--- src/rtl/result_stream_reader_pkg.sv ---
// Shared types and sizing for the result read-back path: memory word layout,
// lane indexing and the reader FSM state encoding.
package result_stream_reader_pkg;

    localparam int ADDR_W = 9;
    localparam int DATA_W = 8;
    localparam int LANES  = 4;
    localparam int LANE_W = $clog2(LANES);

    // Lane 0 sits in the low byte, matching the datapath shift-register fill order
    typedef logic [LANES-1:0][DATA_W-1:0] word_t;

    typedef enum logic [2:0] {
        IDLE   = 3'd0,
        FETCH  = 3'd1,
        WAIT   = 3'd2,
        SEND   = 3'd3,
        FINISH = 3'd4
    } state_e;

endpackage

--- src/rtl/result_stream_reader_if.sv ---
// Bundle of the request, memory-read and byte-stream signals of the reader.
// slave is the reader itself; master is the controller/memory/consumer side.
interface result_stream_reader_if;
    import result_stream_reader_pkg::*;

    logic              start;
    logic [ADDR_W-1:0] base_addr;
    logic [ADDR_W-1:0] word_count;
    logic              mem_rd_en;
    logic [ADDR_W-1:0] mem_addr;
    word_t             mem_data_in;
    logic [DATA_W-1:0] byte_out;
    logic              byte_valid;
    logic              byte_ready;
    logic              busy;
    logic              done;

    modport master (
        output start, base_addr, word_count, mem_data_in, byte_ready,
        input  mem_rd_en, mem_addr, byte_out, byte_valid, busy, done
    );

    modport slave (
        input  start, base_addr, word_count, mem_data_in, byte_ready,
        output mem_rd_en, mem_addr, byte_out, byte_valid, busy, done
    );

endinterface

--- src/rtl/result_stream_reader_lane_serializer.sv ---
// Holds one fetched memory word and presents its lanes one at a time,
// lane 0 first, advancing only when told to.
module result_stream_reader_lane_serializer
    import result_stream_reader_pkg::*;
(
    input  logic              clk,
    input  logic              rst,
    input  logic              load_i,
    input  word_t             word_i,
    input  logic              advance_i,
    output logic [DATA_W-1:0] byte_o,
    output logic              last_lane_o
);

    word_t             word_q, word_d;
    logic [LANE_W-1:0] lane_q, lane_d;

    // Next word/lane: a load restarts at lane 0, an advance steps one lane
    always_comb begin
        word_d = word_q;
        lane_d = lane_q;
        if (load_i) begin
            word_d = word_i;
            lane_d = '0;
        end else if (advance_i) begin
            lane_d = lane_q + LANE_W'(1);
        end else begin
            word_d = word_q;
            lane_d = lane_q;
        end
    end

    // Word and lane registers
    always_ff @(posedge clk) begin
        if (rst) begin
            word_q <= '0;
            lane_q <= '0;
        end else begin
            word_q <= word_d;
            lane_q <= lane_d;
        end
    end

    assign byte_o      = word_q[lane_q];
    assign last_lane_o = (lane_q == LANE_W'(LANES - 1));

endmodule

--- src/rtl/result_stream_reader.sv ---
// Reads packed 4-lane result words back from memory starting at a base address
// and streams their bytes out over a valid/ready handshake, one word at a time.
module result_stream_reader
    import result_stream_reader_pkg::*;
(
    input  logic                   clk,
    input  logic                   rst,
    result_stream_reader_if.slave  bus
);

    state_e            state_q, state_d;
    logic [ADDR_W-1:0] addr_q, addr_d;
    logic [ADDR_W-1:0] remaining_q, remaining_d;
    logic [ADDR_W-1:0] mem_addr_q, mem_addr_d;
    logic              mem_rd_en_q, mem_rd_en_d;
    logic              byte_valid_q, byte_valid_d;
    logic              busy_q, busy_d;
    logic              done_q, done_d;

    logic              load_s;
    logic              advance_s;
    logic              xfer_s;
    logic              last_lane_s;
    logic [DATA_W-1:0] byte_s;

    assign xfer_s = byte_valid_q && bus.byte_ready;

    // Next state, counters and the values every registered output takes next cycle
    always_comb begin
        state_d     = state_q;
        addr_d      = addr_q;
        remaining_d = remaining_q;
        load_s      = 1'b0;
        advance_s   = 1'b0;
        case (state_q)
            IDLE: begin
                if (bus.start) begin
                    addr_d      = bus.base_addr;
                    remaining_d = bus.word_count;
                    state_d     = (bus.word_count == '0) ? FINISH : FETCH;
                end else begin
                    state_d = IDLE;
                end
            end
            FETCH: state_d = WAIT;
            WAIT: begin
                load_s      = 1'b1;
                addr_d      = addr_q + ADDR_W'(1);
                remaining_d = remaining_q - ADDR_W'(1);
                state_d     = SEND;
            end
            SEND: begin
                if (xfer_s && last_lane_s) begin
                    state_d = (remaining_q != '0) ? FETCH : FINISH;
                end else if (xfer_s) begin
                    advance_s = 1'b1;
                end else begin
                    state_d = SEND;
                end
            end
            FINISH:  state_d = IDLE;
            default: state_d = IDLE;
        endcase

        mem_rd_en_d  = (state_d == FETCH);
        mem_addr_d   = mem_rd_en_d ? addr_d : mem_addr_q;
        byte_valid_d = (state_d == SEND);
        busy_d       = ((state_q == IDLE) && bus.start) ||
                       (state_d == FETCH) || (state_d == WAIT) || (state_d == SEND);
        // A zero-length request leaves busy set through FINISH, so its done lands one cycle later
        done_d       = ((state_q == SEND) && (state_d == FINISH)) ||
                       ((state_q == FINISH) && busy_q);
    end

    // FSM, counters and registered outputs
    always_ff @(posedge clk) begin
        if (rst) begin
            state_q      <= IDLE;
            addr_q       <= '0;
            remaining_q  <= '0;
            mem_addr_q   <= '0;
            mem_rd_en_q  <= 1'b0;
            byte_valid_q <= 1'b0;
            busy_q       <= 1'b0;
            done_q       <= 1'b0;
        end else begin
            state_q      <= state_d;
            addr_q       <= addr_d;
            remaining_q  <= remaining_d;
            mem_addr_q   <= mem_addr_d;
            mem_rd_en_q  <= mem_rd_en_d;
            byte_valid_q <= byte_valid_d;
            busy_q       <= busy_d;
            done_q       <= done_d;
        end
    end

    result_stream_reader_lane_serializer u_serializer (
        .clk         (clk),
        .rst         (rst),
        .load_i      (load_s),
        .word_i      (bus.mem_data_in),
        .advance_i   (advance_s),
        .byte_o      (byte_s),
        .last_lane_o (last_lane_s)
    );

    assign bus.mem_rd_en  = mem_rd_en_q;
    assign bus.mem_addr   = mem_addr_q;
    assign bus.byte_out   = byte_s;
    assign bus.byte_valid = byte_valid_q;
    assign bus.busy       = busy_q;
    assign bus.done       = done_q;

endmodule

--- src/flat_wrapper.sv ---
// flat-port wrapper written by rule: the top's interface ports become plain ports
module result_stream_reader_flat import result_stream_reader_pkg::*;
  (clk, rst, bus_start, bus_base_addr, bus_word_count, bus_mem_data_in, bus_byte_ready, bus_mem_rd_en, bus_mem_addr, bus_byte_out, bus_byte_valid, bus_busy, bus_done);
  result_stream_reader_if bus_i ();
  input  logic clk;
  input  logic rst;
  input wire logic [$bits(bus_i.start)-1:0] bus_start;
  input wire logic [$bits(bus_i.base_addr)-1:0] bus_base_addr;
  input wire logic [$bits(bus_i.word_count)-1:0] bus_word_count;
  input wire logic [$bits(bus_i.mem_data_in)-1:0] bus_mem_data_in;
  input wire logic [$bits(bus_i.byte_ready)-1:0] bus_byte_ready;
  output wire logic [$bits(bus_i.mem_rd_en)-1:0] bus_mem_rd_en;
  output wire logic [$bits(bus_i.mem_addr)-1:0] bus_mem_addr;
  output wire logic [$bits(bus_i.byte_out)-1:0] bus_byte_out;
  output wire logic [$bits(bus_i.byte_valid)-1:0] bus_byte_valid;
  output wire logic [$bits(bus_i.busy)-1:0] bus_busy;
  output wire logic [$bits(bus_i.done)-1:0] bus_done;
  assign bus_i.start = bus_start;
  assign bus_i.base_addr = bus_base_addr;
  assign bus_i.word_count = bus_word_count;
  assign bus_i.mem_data_in = bus_mem_data_in;
  assign bus_i.byte_ready = bus_byte_ready;
  assign bus_mem_rd_en = bus_i.mem_rd_en;
  assign bus_mem_addr = bus_i.mem_addr;
  assign bus_byte_out = bus_i.byte_out;
  assign bus_byte_valid = bus_i.byte_valid;
  assign bus_busy = bus_i.busy;
  assign bus_done = bus_i.done;
  result_stream_reader u_core (.clk(clk), .rst(rst), .bus(bus_i));
endmodule
--- config.mk ---
export PLATFORM = sky130hd
export DESIGN_NAME = result_stream_reader_flat
export DESIGN_NICKNAME = d
export VERILOG_FILES = /design/src/rtl/result_stream_reader_pkg.sv /design/src/rtl/result_stream_reader_if.sv /design/src/rtl/result_stream_reader_lane_serializer.sv /design/src/rtl/result_stream_reader.sv /design/src/flat_wrapper.sv
export SDC_FILE = /design/constraint.sdc
export NUM_CORES = 1
export LEC_CHECK = 0
export CAP_MARGIN = 20
export CORE_ASPECT_RATIO = 0.5
export CORE_MARGIN = 5
export CORE_UTILIZATION = 39
export DETAILED_ROUTE_END_ITERATION = 10
export GPL_TIMING_DRIVEN = 0
export HOLD_SLACK_MARGIN = 0.05
export PLACE_DENSITY = 0.69
export SYNTH_ARGS = -nofsm -noshare
export SYNTH_HDL_FRONTEND = slang
export SYNTH_SLANG_ARGS = --single-unit
--- constraint.sdc ---
create_clock -name clk -period 2.1 [get_ports clk]
set_input_delay 0.315 -clock clk [delete_from_list [all_inputs] [get_ports clk]]
set_output_delay 0.315 -clock clk [all_outputs]
set_load 0.02 [all_outputs]
# ---- Word level (Yosys, flattened, before mapping)
# Index checks and enable logic that the tools add are counted.
dict set report classes {
  magnitude_cmp 1
  eq_ne 10
  reduce_logical 15
  n_mux 16
  add_sub_neg 3
}
# op n
set op_table {}
lappend op_table {{9-bit one-hot mux with 2 select lines} 2}
lappend op_table {{9-bit two-way mux} 2}
lappend op_table {{8-bit binary-select mux with 2-bit select} 1}
lappend op_table {{3-bit two-way mux} 5}
lappend op_table {{3-bit by 2-bit == test with 1-bit output (second input constant)} 4}
lappend op_table {{3-bit one-hot mux with 4 select lines} 1}
lappend op_table {{9-bit by 1-bit adder with 9-bit output (second input constant)} 1}
lappend op_table {{9-bit zero test} 1}
lappend op_table {{9-bit nonzero test} 1}
lappend op_table {{9-bit by 1-bit subtractor with 9-bit output (second input constant)} 1}
lappend op_table {{8-bit two-way mux} 1}
lappend op_table {{3-bit by 1-bit == test with 1-bit output (second input constant)} 2}
lappend op_table {{3-bit == test (second input constant)} 2}
lappend op_table {{1-bit logical AND} 5}
lappend op_table {{1-bit logical OR} 4}
lappend op_table {{1-bit two-way mux} 4}
lappend op_table {{3-bit zero test} 1}
lappend op_table {{2-bit by 3-bit less-than comparator with 1-bit output (second input constant)} 1}
lappend op_table {{2-bit by 1-bit adder with 2-bit output (second input constant)} 1}
lappend op_table {{2-bit == test (second input constant)} 1}
lappend op_table {{2-bit inequality test (second input constant)} 1}
lappend op_table {{2-bit AND reduction} 1}
lappend op_table {{2-bit nonzero test} 1}
lappend op_table {{2-bit OR reduction} 1}
dict set report totals {
  reg_bits 68
}

# ---- Longest topological paths before layout
# Gate-level depths: netlist of the first run.
dict set report depth {
  word_depth 8
  mapped_depth 6
  depth_no_buf 6
}

# ---- Cells and area by module
# Synthesis of the first run repeated with hierarchy kept, for this count alone.
dict set report hier_totals {
  cells_unflattened 325
  hier_area_um2 3170.5
}
# mod area_each_um2 seq_area_each_um2 cells_per_inst instances
set modules_own_cells {}
lappend modules_own_cells {result_stream_reader 1746.7 680.7 204 1}
lappend modules_own_cells {result_stream_reader_lane_serializer 1423.9 680.7 121 1}

# ---- Least setup slack after synthesis of the first run
# OpenSTA, ideal clock, no wires.
dict set report synth_path {
  path_kind {reg2reg}
  startpoint {reg u_core.remaining_q[0]}
  endpoint {reg u_core.mem_addr_q[0], in the netlist u_core.bus.mem_addr[0]}
  path_stages_with_launch 7
  n_path_buf 0
  period_less_slack_ns 1.898
  arrival_time_ns 1.778
  required_time_ns 1.979
  path_slack_ns 0.202
  path_cell_list {dfxtp_1 -> inv_1 -> ha_1 -> nor4b_1 -> a21oi_1 -> o31ai_4 -> mux2_2}
}
dict set report synth_via {
  elab_chain_cells 5
}
# item line_no
set synth_rtl {}
lappend synth_rtl {{start, declared} result_stream_reader.sv:13} ;# logic [ADDR_W-1:0] remaining_q, remaining_d;
lappend synth_rtl {{start signal, assigned} result_stream_reader.sv:89} ;# remaining_q <= remaining_d;
lappend synth_rtl {{9-bit nonzero test} result_stream_reader.sv:54} ;# state_d = (remaining_q != '0) ? FETCH : FINISH;
lappend synth_rtl {{3-bit two-way mux} result_stream_reader.sv:54}
lappend synth_rtl {{3-bit two-way mux} result_stream_reader.sv:53} ;# if (xfer_s && last_lane_s) begin
lappend synth_rtl {{3-bit one-hot mux with 4 select lines} result_stream_reader.sv:35} ;# case (state_q)
lappend synth_rtl {{3-bit by 1-bit == test with 1-bit output} result_stream_reader.sv:65} ;# mem_rd_en_d = (state_d == FETCH);
lappend synth_rtl {{end signal, assigned} result_stream_reader.sv:90} ;# mem_addr_q <= mem_addr_d;
lappend synth_rtl {{end, declared} result_stream_reader.sv:14} ;# logic [ADDR_W-1:0] mem_addr_q, mem_addr_d;
# Every way passes these cells.
# A chain may end at the register's enable or synchronous reset.

# ---- Worst setup path after layout of the first run
dict set report layout_path {
  startpoint {reg u_core.u_serializer.lane_q[1]}
  endpoint {out bus_byte_out[2]}
}
dict set report layout_via {
  elab_chain_cells 2
}
# item line_no
set layout_rtl {}
lappend layout_rtl {{start, declared} result_stream_reader_lane_serializer.sv:16} ;# logic [LANE_W-1:0] lane_q, lane_d;
lappend layout_rtl {{start signal, assigned} result_stream_reader_lane_serializer.sv:40} ;# lane_q <= lane_d;
lappend layout_rtl {{8-bit binary-select mux with 2-bit select} result_stream_reader_lane_serializer.sv:44} ;# assign byte_o = word_q[lane_q];
lappend layout_rtl {{8-bit two-way mux (not written as such)} result_stream_reader_lane_serializer.sv:44}
lappend layout_rtl {{end, declared} flat_wrapper.sv:14} ;# output wire logic [$bits(bus_i.byte_out)-1:0] bus_byte_out;
# Every way passes these cells. The select of a mux whose other input is x is not followed.

==> flow_metrics.py, run 1 <==
metrics = {
    "pwr": {
        "power_w": 0.003770,
        "internal-power_w": 0.002730,
        "switching_share_pct": 27.61,
        "p_seq_share_pct": 39.6,
        "power.density_nw_per_um2": 853.4,
        "total_leakage_power_nw": 1.623,
        "ir_worst_vdd_mv": 0.4608,
        "combPwrFrac_pct": 20.0,
        "p_sw_w": 0.001041,
        "clkPwrFrac_pct": 40.4,
    },
    "timing": {
        "fin_crit_ns": 2.047,
        "max_freq_ghz": 0.4885,
        "setup_viol": 0,
        "worstMarginPinSlew_ns": 0.5139,
        "whs_ns": 0.4529,
        "slew_violations": 0,
        "period_share_pct": 97.47,
        "rsz0062_at_grt": "false",
        "clock_skew_ns": 0.006489,
        "hold_viol_final": 0,
        "worst_slack_ns": 0.05309,
        "relSlewSlack_pct": 64.86,
    },
    "worst_setup_path": {
        "worstRegToRegCells": 7,
        "reg2reg_to": "u_core.bus.mem_addr[7]",
        "cp-end-kind": "primary output",
        "critPathRequiredTime_ns": 1.78,
        "crit_fanout": 9,
        "crit_arrival_ns": 1.73,
        "critical_path_class": "register to primary output",
        "critPathLaunchType": "register",
        "r2r_slack_ns": 0.15,
        "r2r_start": "u_core.state_q[0]",
    },
    "outcome": {
        "status": "finished clean",
    },
    "final_layout": {
        "nets": 500,
        "antennaDiodeCount": 0,
        "layout-drive-gt1-share_pct": 14.09,
        "multi_input_area_um2": 1690,
        "ff_latch_area_um2": 1361,
        "stdcell_count": 559,
        "utilization_pct": 55.42,
        "fillers": 761,
        "syn2layout_area_growth_pct": 38.74,
    },
    "routing": {
        "vias": 2904,
        "drt.antenna.violating_nets": 0,
        "wl_per_cell_um": 15.30,
        "drt_iter0_markers": 190,
        "remaining_drc_errors": 0,
        "viasPerCell": 5.195,
        "totalWireLength_um": 8554,
        "dr.pass1.iters": 4,
    },
    "synthesis": {
        "synth_edf_count": 0,
        "syn_inst": 354,
        "ys_seq_area_share_pct": 42.75,
        "ys_async_sr_fraction_pct": 0,
        "synth-seq-cells": 68,
        "netlist_area_um2": 3184,
        "synth_cell_types": 52,
        "synthFlopType": "dfxtp_1",
        "synth.avg_cell_area_um2": 8.995,
        "synth_nets": 412,
        "yosys_warnings": 0,
    },
    "global_route": {
        "grt_use_total_pct": 18.00,
        "antenna_found_initial": 0,
        "grt_pass1_vias": 2759,
        "grt-ovfl-total": 0,
        "grt_pass1_wl_um": 13810,
        "grt_max_degree": 13,
    },
    "clocking": {
        "cts.sinks": 68,
        "cts_root_buf": "clkbuf_16",
        "clockBufferDepth": 2,
        "htree_levels": 3,
        "worst_skew_pair.late_latency_ns": 0.34,
        "cts_made_buffers": 9,
        "clkTransAtPathRegs_ns": 0.06,
        "cts_tree": "built",
    },
    "worst_hold_path": {
        "hp-start": "u_core.u_serializer.word_q[6]",
        "whs_path_depth": 2,
        "hold_class": "register to register",
        "hold_end": "u_core.u_serializer.word_q[6]",
    },
    "die": {
        "initial_core_util_pct": 39.95,
        "dieWidth_um": 137.8,
        "io_pins": 75,
        "core_area_um2": 7971,
        "dieArea_um2": 10180,
        "rows": 23,
        "fp.dieH_um": 73.90,
    },
    "place": {
        "dpl.hpwl_um": 6069,
        "dp_slack_ns": -0.5758,
        "routabilityCongestion": 0.8085,
        "dp.cells": 539,
        "io_buffers": 73,
    },
    "job": {
        "cap_viol_max_count": 0,
    },
}
metal layers:
metal / wire, µm / global-route usage (%) / vias up
met2: 3968 / 27.54 / 71
met3: 400 / 5.746 / 18
met1: 4007 / 23.55 / 1357
met5: 0 / 0 / -
li1: - / - / 1458
met4: 178 / 7.667 / 0
final cells by class:
cell class | instances | area share (%)
Clock buffer | 10 | 5.409
Tap cell | 112 | 3.172
Sequential cell | 68 | 30.81
Timing Repair Buffer | 77 | 16.99
Multi-Input combinational cell | 253 | 38.26
Inverter | 7 | 0.5947
Buffer | 26 | 3.313
Clock inverter | 6 | 1.444
worst max path at each step:
stage               slack, ns                          start                endpoint
CTS                     0.002  u_core.u_serializer.lane_q[0]         bus_byte_out[1]
floorplan                0.20          u_core.remaining_q[0]  u_core.bus.mem_addr[0]
global route            0.003  u_core.u_serializer.lane_q[0]         bus_byte_out[1]
detailed placement      -0.58              bus_word_count[4]  u_core.bus.mem_addr[7]
global placement        -0.55              bus_word_count[4]  u_core.bus.mem_addr[4]
finish                   0.05  u_core.u_serializer.lane_q[1]         bus_byte_out[2]
power by group through the flow:
stage	logic [W]	clock network [W]	registers [W]
2_1_floorplan	0.000425	0	0.00153
6_report	0.000754	0.00152	0.00149
5_1_grt	0.000831	0.00162	0.00151
4_1_cts	0.000746	0.00156	0.00149
3_5_place_dp	0.000738	0	0.00152
3_3_place_gp	0.000730	0	0.00151
metrics by stage:
| stage | setup TNS, ns | area [µm²] |
|---|---|---|
| after detailed placement | -10.56 | 4055 |
| after global routing | 0 | 4418 |
| after floorplan | 0 | 3184 |
| final | 0 | 4418 |
| after CTS | 0 | 4389 |
| after global placement | -9.617 | 4055 |
Yosys cell counts (2+ instances only):
library cell  number  area (µm²)
nor4bb_1           3       30.03
nor3_1             8       40.04
buf_6              2       22.52
or3_1              3       18.77
a211oi_1           3       22.52
a2bb2oi_1          3       26.28
nor4b_1            3       26.28
o21a_1             3       22.52
ha_1               4       50.05
o221a_2            2       22.52
mux2i_1            3       30.03
a21o_1             2       15.01
o21ai_0            6       30.03
o211ai_1           5       37.54
inv_1              7       26.28
or4b_1             2       20.02
dfxtp_1           68        1361
a31oi_1            5       31.28
or4_1              2       15.01
nor2b_1           11       68.82
clkbuf_1          16       60.06
buf_1              3       11.26
buf_2              5       25.02
mux4_2             8       180.2
and4_1             2       17.52
nand3_1            9       45.04
nand2_1           71       266.5
a221oi_1           2       17.52
mux2_2             9       101.4
nand4_1            3       18.77
a21oi_1           41       205.2
nor2_1            12       45.04
a311oi_1           6       52.55
and3_1             4       25.02
placed cells by master, fill, tap and decap left out, types with 4 or more instances in the layout:
cell,instances
a21oi_1,41
a311oi_1,6
a31oi_1,5
and3_1,4
buf_2,5
buf_4,4
clkbuf_1,11
clkbuf_16,9
clkbuf_2,7
clkdlybuf4s50_1,65
dfxtp_1,68
dlygate4sd2_1,4
ha_1,4
inv_1,7
mux2_2,9
mux4_2,8
nand2_1,71
nand3_1,9
nor2_1,12
nor2b_1,11
nor3_1,8
o211ai_1,5
o21ai_0,6
logic make-up (layout without fill, tap and decap cells):
group / count (synthesis) / count (layout) / share of synthesized area (%)
fa+ha+maj: 4 / 4 / 1.572
compound gates: 87 / 87 / 18.43
flops: 68 / 68 / 42.75
buf+inv: 33 / 126 / 4.558
mux: 20 / 20 / 9.784
simple gates: 141 / 141 / 22.63
xor+xnor: 1 / 1 / 0.2751
what timing repair did:
item | CTS | global route
hold buffers | 0 | 0
setup endpoints to repair | 17 | 42
resized for setup | 15 | 15
buffers inserted | 2 | 2
pin swaps | 1 | 1
critical path, cell delays in order, from the launching register on:
cell and delay [ns]:
dfxtp_1 0.34, clkbuf_8 0.20, mux4_2 0.51, dlygate4sd2_1 0.34
flip-flops by register name, summed over array words and instances (netlist names):
register,cells
u_core.addr_q,9
u_core.bus.busy,1
u_core.bus.byte_valid,1
u_core.bus.done,1
u_core.bus.mem_addr,9
u_core.bus.mem_rd_en,1
u_core.remaining_q,9
u_core.state_q,3
u_core.u_serializer.lane_q,2
u_core.u_serializer.word_q,32
No activity file was read; power rests on OpenSTA's default activity.
==> inputs of run 2 (changes only) <==
--- a/config.mk
+++ b/config.mk
@@ -5,10 +5,11 @@
 export SDC_FILE = /design/constraint.sdc
 export NUM_CORES = 1
 export LEC_CHECK = 0
+export ABC_CLOCK_PERIOD_IN_PS = 2100
 export CAP_MARGIN = 20
 export CORE_ASPECT_RATIO = 0.5
-export CORE_MARGIN = 5
 export CORE_UTILIZATION = 39
+export CTS_BUF_LIST = sky130_fd_sc_hd__clkbuf_16
 export DETAILED_ROUTE_END_ITERATION = 10
 export GPL_TIMING_DRIVEN = 0
 export HOLD_SLACK_MARGIN = 0.05
==> run 2 against run 1 <==
Against the previous run: sequential share of layout area about the same; fmax is essentially flat; die area is 16% lower; highest routed layer unchanged; setup slack worse by 0.00084 ns; first-iteration DRC count decreased by 42%; cell count is 0.89% lower; utilization is 2.8 points higher; non-clock buffer count unchanged; sequential cell count unchanged; critical path type unchanged.
==> flow_metrics.py, run 2 (synthesis gave the netlist of run 1 again) <==
metrics = {
    "outcome": {
        "status": "finished clean",
    },
    "timing": {
        "rsz0062_at_grt": "false",
        "period_share_pct": 97.51,
        "slew_violations": 0,
        "hold_viol_final": 0,
        "setup_viol": 0,
        "clock_skew_ns": 0.004506,
        "max_freq_ghz": 0.4883,
        "relSlewSlack_pct": 63.34,
        "fin_crit_ns": 2.048,
        "worstMarginPinSlew_ns": 0.5499,
        "whs_ns": 0.4527,
    },
    "final_layout": {
        "top_register": "u_core.u_serializer.word_q",
        "largest_reg_flops": 32,
        "antennaDiodeCount": 0,
        "layout-drive-gt1-share_pct": 13.23,
        "final_cell_mix": "nand2_1, dfxtp_1, clkdlybuf4s50_1",
        "nets": 500,
        "layout_commonest_cell": "nand2_1",
        "syn2layout_area_growth_pct": 38.86,
    },
    "die": {
        "fp.dieH_um": 65.90,
        "initial_core_util_pct": 41.91,
        "io_pins": 75,
        "core_area_um2": 7597,
        "rows": 22,
        "dieArea_um2": 8552,
        "dieWidth_um": 129.8,
    },
    "clocking": {
        "cts.sinks": 68,
        "cts_root_buf": "clkbuf_16",
        "clockBufferDepth": 2,
        "clkTransAtPathRegs_ns": 0.05,
        "htree_levels": 3,
        "cts_made_buffers": 9,
        "cts_tree": "built",
        "postCtsHoldBufs": 0,
        "worst_skew_pair.late_latency_ns": 0.34,
    },
    "worst_setup_path": {
        "r2r_start": "u_core.state_q[0]",
        "startpoint": "u_core.u_serializer.lane_q[1]",
        "crit_arrival_ns": 1.73,
        "cp-end-kind": "primary output",
        "critical_path_class": "register to primary output",
        "critPathLaunchType": "register",
        "crit_fanout": 9,
        "critPathRequiredTime_ns": 1.78,
    },
    "global_route": {
        "grt-ovfl-total": 0,
        "grt_use_total_pct": 21.33,
        "grt_max_degree": 12,
        "grt_pass1_vias": 2752,
        "grt_pass1_wl_um": 13700,
        "antenna_found_initial": 0,
    },
    "routing": {
        "drt_iter0_markers": 110,
        "viasPerCell": 5.139,
        "vias": 2847,
        "dr.pass1.iters": 4,
        "wl_per_cell_um": 14.90,
        "remaining_drc_errors": 0,
        "drt.antenna.violating_nets": 0,
        "totalWireLength_um": 8252,
    },
    "place": {
        "routabilityCongestion": 0.8152,
        "dpl.hpwl_um": 5762,
        "io_buffers": 73,
    },
    "pwr": {
        "power.density_nw_per_um2": 862.0,
        "total_leakage_power_nw": 1.628,
        "ir_worst_vdd_mv": 0.5016,
        "power_w": 0.003811,
    },
    "worst_hold_path": {
        "hold_class": "register to register",
        "hp-start": "u_core.u_serializer.word_q[20]",
    },
    "job": {
        "cap_viol_max_count": 0,
    },
}
==> run 2: metal layers <==
| layer | vias to the layer above | GRT usage (%) | wire length (µm) |
|---|---|---|---|
| li1 | 1461 | - | - |
| met1 | 1308 | 28.12 | 4047 |
| met2 | 69 | 34.09 | 3701 |
| met3 | 9 | 5.744 | 427 |
| met4 | 0 | 6.541 | 75 |
| met5 | - | 0 | 0 |
==> run 2: final cells by class <==
class	count	area [µm²]
plain buffers	26	146.4
clock buffers	9	225.2
clock inverters	6	81.33
fillers	694	3176
inverters	7	26.28
multi-input cells	253	1690
flip-flops and latches	68	1361
well taps	108	135.1
repair buffers	77	755.7
==> run 2: path summary, 6_finish.rpt <==
check / slack (ns) / to / depth (start not counted)
setup / recovery: 0.05 / bus_byte_out[2] / 3
hold / removal: 0.45 / u_core.u_serializer.word_q[20] / 2
setup reg to reg: 0.15 / u_core.bus.mem_addr[1] / 7
hold reg to reg: 0.45 / u_core.u_serializer.word_q[20] / 2
==> run 2: power by group <==
| group | switching (W) | internal (W) | total, W | leakage, nW |
|---|---|---|---|---|
| combinational | 0.000376 | 0.000375 | 0.000751 | 0.920 |
| clock | 0.000544 | 0.00102 | 0.00157 | 0.152 |
| sequential | 0.0000864 | 0.00141 | 0.00149 | 0.556 |
==> run 2: worst max-delay path, stage by stage (launching register included) <==
cell and delay (ns):
dfxtp_1 0.37, buf_8 0.17, mux4_2 0.52, dlygate4sd2_1 0.34
==> run 2: stage by stage <==
step	worst slack, ns	TNS (ns)	util, %	instance area [µm²]	instances
global placement	-0.4978	-9.551	53.31	4050	535
floorplan	0.2017	0	-	3184	354
finish	0.05225	0	58.20	4422	554
CTS	0.002766	0	57.67	4382	552
global route	0.0001565	0	58.20	4422	554
detailed placement	-0.4928	-9.606	53.31	4050	535
==> run 2: timing repair <==
item,4_1_cts,5_1_grt
setup buffers,2,2
pin swaps,1,1
endpoints found under the setup margin,17,42
resized for setup,14,15
==> variant 1: new RTL, settings of run 1 <==
Change the package constant `LANES` from 4 to 8.
--- a/src/rtl/result_stream_reader_pkg.sv
+++ b/src/rtl/result_stream_reader_pkg.sv
@@ -6,3 +6,3 @@
     localparam int DATA_W = 8;
-    localparam int LANES  = 4;
+    localparam int LANES  = 8;
     localparam int LANE_W = $clog2(LANES);
Interface: changed (resized bus_mem_data_in); port bits go from 75 to 107. The function was not compared with the original's and may differ.
==> variant 1 against run 1 <==
- the run now ends with setup timing left
- sequential share of layout area grew 0.94 points
- non-clock buffer count is 51 higher
- clock skew grew 0.0029 ns
- utilization grew 1.5 points
- first-iteration DRC count increased by 1.6%
- critical path depth increased by 2
- design area increased by 44%
- power up 27%
- wire length up 56%
- combinational power grew 25%
- sequential cell count rose by 33
- setup slack lost 0.17 ns
- synthesized area up 43%
- critical path type unchanged
- largest cell class unchanged
- highest routed layer unchanged
==> variant 1: results (changes against run 1) <==
| Result | This run | vs run 1 |
| --- | --- | --- |
| Iter 0 DRT Violations | 193 | was 190 |
| Wire length per cell | 16.44 µm | was 15.30 µm |
| Sequential cell area fraction in the yosys report | 44.35% | was 42.75% |
| Routed wl met2 | 6.319 mm | was 3.968 mm |
| Non-clock inverter instance count of the final layout | 8 | was 7 |
| Fraction of final layout cells sized beyond drive strength 1 | 17.00% | was 14.09% |
| Fill cell total of the finished layout | 1020 | was 761 |
| Wire length of the first global-routing pass | 21.08 mm | was 13.81 mm |
| Repair and plain buffers | 154 | was 103 |
| Length of routed met3 wiring | 781 µm | was 400 µm |
| Total nets after synthesis | 612 | was 412 |
| Number of cells traversed by the worst register-to-register path | 9 | was 7 |
| CTS-repair resized insts | 81 | was 15 |
| Run status | complete, but fails checks | was finished clean |
| Routability cong. | 0.8379 | was 0.8085 |
| Layout Cells excl Fill | 812 | was 559 |
| Worst setup slack after layout | -0.1172 ns | was 0.05309 ns |
| Final Skew | 0.009398 ns | was 0.006489 ns |
| Global-route usage over all layers | 18.86% | was 18.00% |
| Count of state elements after synthesis | 101 | was 68 |
| Reg2reg setup slack | -0.10 ns | was 0.15 ns |
| Total Nets Final | 739 | was 500 |
| Commonest cells in the synthesized netlist | 142 x sky130_fd_sc_hd__nand2_1, 101 x sky130_fd_sc_hd__dfxtp_1, 74 x sky130_fd_sc_hd__a21oi_1 | was 71 x sky130_fd_sc_hd__nand2_1, 68 x sky130_fd_sc_hd__dfxtp_1, 41 x sky130_fd_sc_hd__a21oi_1 |
| Register area | 2026 µm² | was 1361 µm² |
| Failing checks | setup timing |  |
| Final-report setup violation count | 17 | was 0 |
| Count of multi-input combinational gates | 374 | was 253 |
| Worst voltage drop across the vdd grid | 346.8 µV | was 460.8 µV |
| Number of placed instances, taps included | 786 | was 539 |
| Area used by multi-input combinational logic | 2417 µm² | was 1690 µm² |
| Gate family responsible for the most delay along the worst path | multiplexers | was buffers and inverters |
| Data arrival time of the critical path | 1.90 ns | was 1.73 ns |
| Placed cell areas | 5821 µm² | was 4055 µm² |
| Critical path peak fanout | 5 | was 9 |
variant 1: worst min path at each step:
| stage | from | end | depth (start not counted) |
|---|---|---|---|
| final | u_core.u_serializer.word_q[51] | u_core.u_serializer.word_q[51] | 2 |
| after global routing | u_core.u_serializer.word_q[40] | u_core.u_serializer.word_q[40] | 2 |
| after CTS | u_core.u_serializer.word_q[49] | u_core.u_serializer.word_q[49] | 2 |
| after detailed placement | u_core.u_serializer.word_q[51] | u_core.u_serializer.word_q[51] | 2 |
| after global placement | u_core.u_serializer.word_q[18] | u_core.u_serializer.word_q[18] | 2 |
| after floorplan | rst | u_core.addr_q[2] | 1 |
variant 1: cells by family (layout without fill, tap and decap cells):
group / Yosys count / in the layout / share of synthesized area [%]
XOR/XNOR: 1 / 1 / 0.1921
AND/OR/NAND/NOR: 219 / 219 / 21.57
adder cells (fa/ha/maj): 5 / 5 / 1.372
buffers and inverters: 46 / 178 / 4.089
multiplexers: 36 / 36 / 13.50
AO/OA/AOI/OAI: 113 / 113 / 14.93
flip-flops: 101 / 101 / 44.35
variant 1: power by group through the flow:
stage / Clock, mW / Combinational, mW / Sequential, mW
after CTS: 1.70 / 0.928 / 2.15
final: 1.68 / 0.941 / 2.16
after global routing: 1.79 / 1.03 / 2.17
after global placement: 0 / 0.878 / 2.19
after detailed placement: 0 / 0.891 / 2.19
after floorplan: 0 / 0.496 / 2.20
variant 1: stage by stage:
step	power, mW	hold WS [ns]	TNS (ns)	worst slack [ns]
floorplan	2.693	0.3895	0	0.01802
global placement	3.065	0.4408	-22.64	-0.7194
detailed placement	3.084	0.4469	-22.93	-0.8239
CTS	4.780	0.4564	-2.484	-0.1410
global route	4.986	0.4716	-2.458	-0.1644
finish	4.773	0.4544	-1.609	-0.1172
==> variant 2: new RTL, settings of run 1 <==
Made on the original files. Encoding of `state_e`: now one-hot (5 bits for 5 states).
--- a/src/rtl/result_stream_reader_pkg.sv
+++ b/src/rtl/result_stream_reader_pkg.sv
@@ -12,8 +12,8 @@
 
-    typedef enum logic [2:0] {
-        IDLE   = 3'd0,
-        FETCH  = 3'd1,
-        WAIT   = 3'd2,
-        SEND   = 3'd3,
-        FINISH = 3'd4
+    typedef enum logic [4:0] {
+        IDLE   = 5'b00001,
+        FETCH  = 5'b00010,
+        WAIT   = 5'b00100,
+        SEND   = 5'b01000,
+        FINISH = 5'b10000
     } state_e;
Function: no difference found for any inputs over 10 cycles, from zero or initial values and one cycle with rst high; not proved beyond that.
==> variant 2 against run 1 <==
- synthesized area up 1.8%
- setup slack better by 0.019 ns
- design area up 2.0%
- power down 3.1%
- utilization up 0.52 points
- sequential cell count up 2
- wire length up 0.98%
- critical endpoint unchanged
==> variant 2: results (changes against run 1) <==
| Result | This run | vs run 1 |
| --- | --- | --- |
| Run status | finished clean | unchanged |
| Wire length of the first global-routing pass | 14.12 mm | was 13.81 mm |
| Critical register-to-register path endpoint | u_core.bus.mem_addr[5] | was u_core.bus.mem_addr[7] |
| Power of the combinational group | 0.574 mW | was 0.754 mW |
| Vias in the first global route | 2979 | was 2759 |
| Unique cell type count in the Yosys netlist | 49 | was 52 |
| Power in the clock group | 1.62 mW | was 1.52 mW |
| Wire length per cell | 14.82 µm | was 15.30 µm |
| Reg-to-Reg Start | u_core.state_q[0] | unchanged |
| Post-synthesis mux area share | 6.216% | was 9.784% |
| Worst voltage drop across the vdd grid | 439.6 µV | was 460.8 µV |
| Met1 track utilization from global routing | 21.35% | was 23.55% |
| Worst setup path start | u_core.u_serializer.lane_q[0] | was u_core.u_serializer.lane_q[1] |
| Fill cell total of the finished layout | 750 | was 761 |
| Post-synthesis instance total | 377 | was 354 |
| Worst slack at placement | -0.1884 ns | was -0.5758 ns |
| Total wire length after detailed routing | 8.638 mm | was 8.554 mm |
| Placed cell areas | 4121 µm² | was 4055 µm² |
| Critical path peak fanout | 8 | was 9 |
| Iter 0 DRT Violations | 202 | was 190 |
| Total Nets Final | 524 | was 500 |
| Relative max-transition margin | 57.24% | was 64.86% |
| Largest net degree at the start of global routing | 12 | was 13 |
| Number of placed instances, taps included | 563 | was 539 |
| Data arrival time of the critical path | 1.71 ns | was 1.73 ns |
| Reg2reg setup slack | 0.11 ns | was 0.15 ns |
| Routability cong. | 0.8738 | was 0.8085 |
| Cell types occupying the most area after synthesis | sky130_fd_sc_hd__dfxtp_1 43%, sky130_fd_sc_hd__nand2_1 8.5%, sky130_fd_sc_hd__a21oi_1 6.0% | was sky130_fd_sc_hd__dfxtp_1 43%, sky130_fd_sc_hd__nand2_1 8.4%, sky130_fd_sc_hd__a21oi_1 6.4% |
| Number of vias after detailed routing | 3059 | was 2904 |
| Sequential cell area fraction in the yosys report | 43.24% | was 42.75% |
| Met2 track demand over resource in global routing | 29.23% | was 27.54% |
| Final Skew | 0.003475 ns | was 0.006489 ns |
| Fraction of final layout cells sized beyond drive strength 1 | 12.53% | was 14.09% |
| Worst setup slack after layout | 0.07192 ns | was 0.05309 ns |
[variant 2: cell count changes in the layout (fill, tap and decap cells not counted), sizes merged, moves of 5 or more]
cell and delta:
a211oi +12, a311oi -5, a31oi -5, mux2 -8, nor2 +24, o21ai +8
[variant 2: worst min-delay path by stage]
stage,start,end,slack (ns),cells after the start
2_1_floorplan,bus_start,u_core.state_q[0],0.43,1
3_3_place_gp,u_core.u_serializer.word_q[14],u_core.u_serializer.word_q[14],0.44,2
3_5_place_dp,u_core.u_serializer.word_q[14],u_core.u_serializer.word_q[14],0.44,2
4_1_cts,u_core.u_serializer.word_q[14],u_core.u_serializer.word_q[14],0.45,2
5_1_grt,u_core.u_serializer.word_q[9],u_core.u_serializer.word_q[9],0.47,2
6_report,u_core.u_serializer.word_q[13],u_core.u_serializer.word_q[13],0.45,2
[variant 2: cell type report]
type | count | area, µm² | share of cell area (%)
Multi-Input combinational cell | 274 | 1707 | 37.86
Tap cell | 112 | 140.1 | 3.109
Timing Repair Buffer | 78 | 762.0 | 16.90
Buffer | 26 | 150.1 | 3.331
Inverter | 7 | 30.03 | 0.6661
Clock inverter | 4 | 70.07 | 1.554
Clock buffer | 12 | 246.5 | 5.468
Sequential cell | 70 | 1403 | 31.11
[variant 2: critical path: cells and delay by family, from the launching register on]
kind / cells / cell delay [ns]
muxes: 1 / 0.52
DFF: 1 / 0.35
buffers and inverters: 2 / 0.50
[variant 2: per-layer routing]
layer  part of all wire [%]  routed length [µm]  vias up
met5                      0                   0        -
li1                       -                   -     1528
met2                     47                4040       85
met4                    2.3                 199        0
met1                     45                3877     1427
met3                    6.0                 520       19
[variant 2: timing repair]
action	4_1_cts	5_1_grt
resized for setup	12	21
buffers inserted	0	4
endpoints found under the setup margin	8	55
pin swaps	0	1
gates cloned	0	0
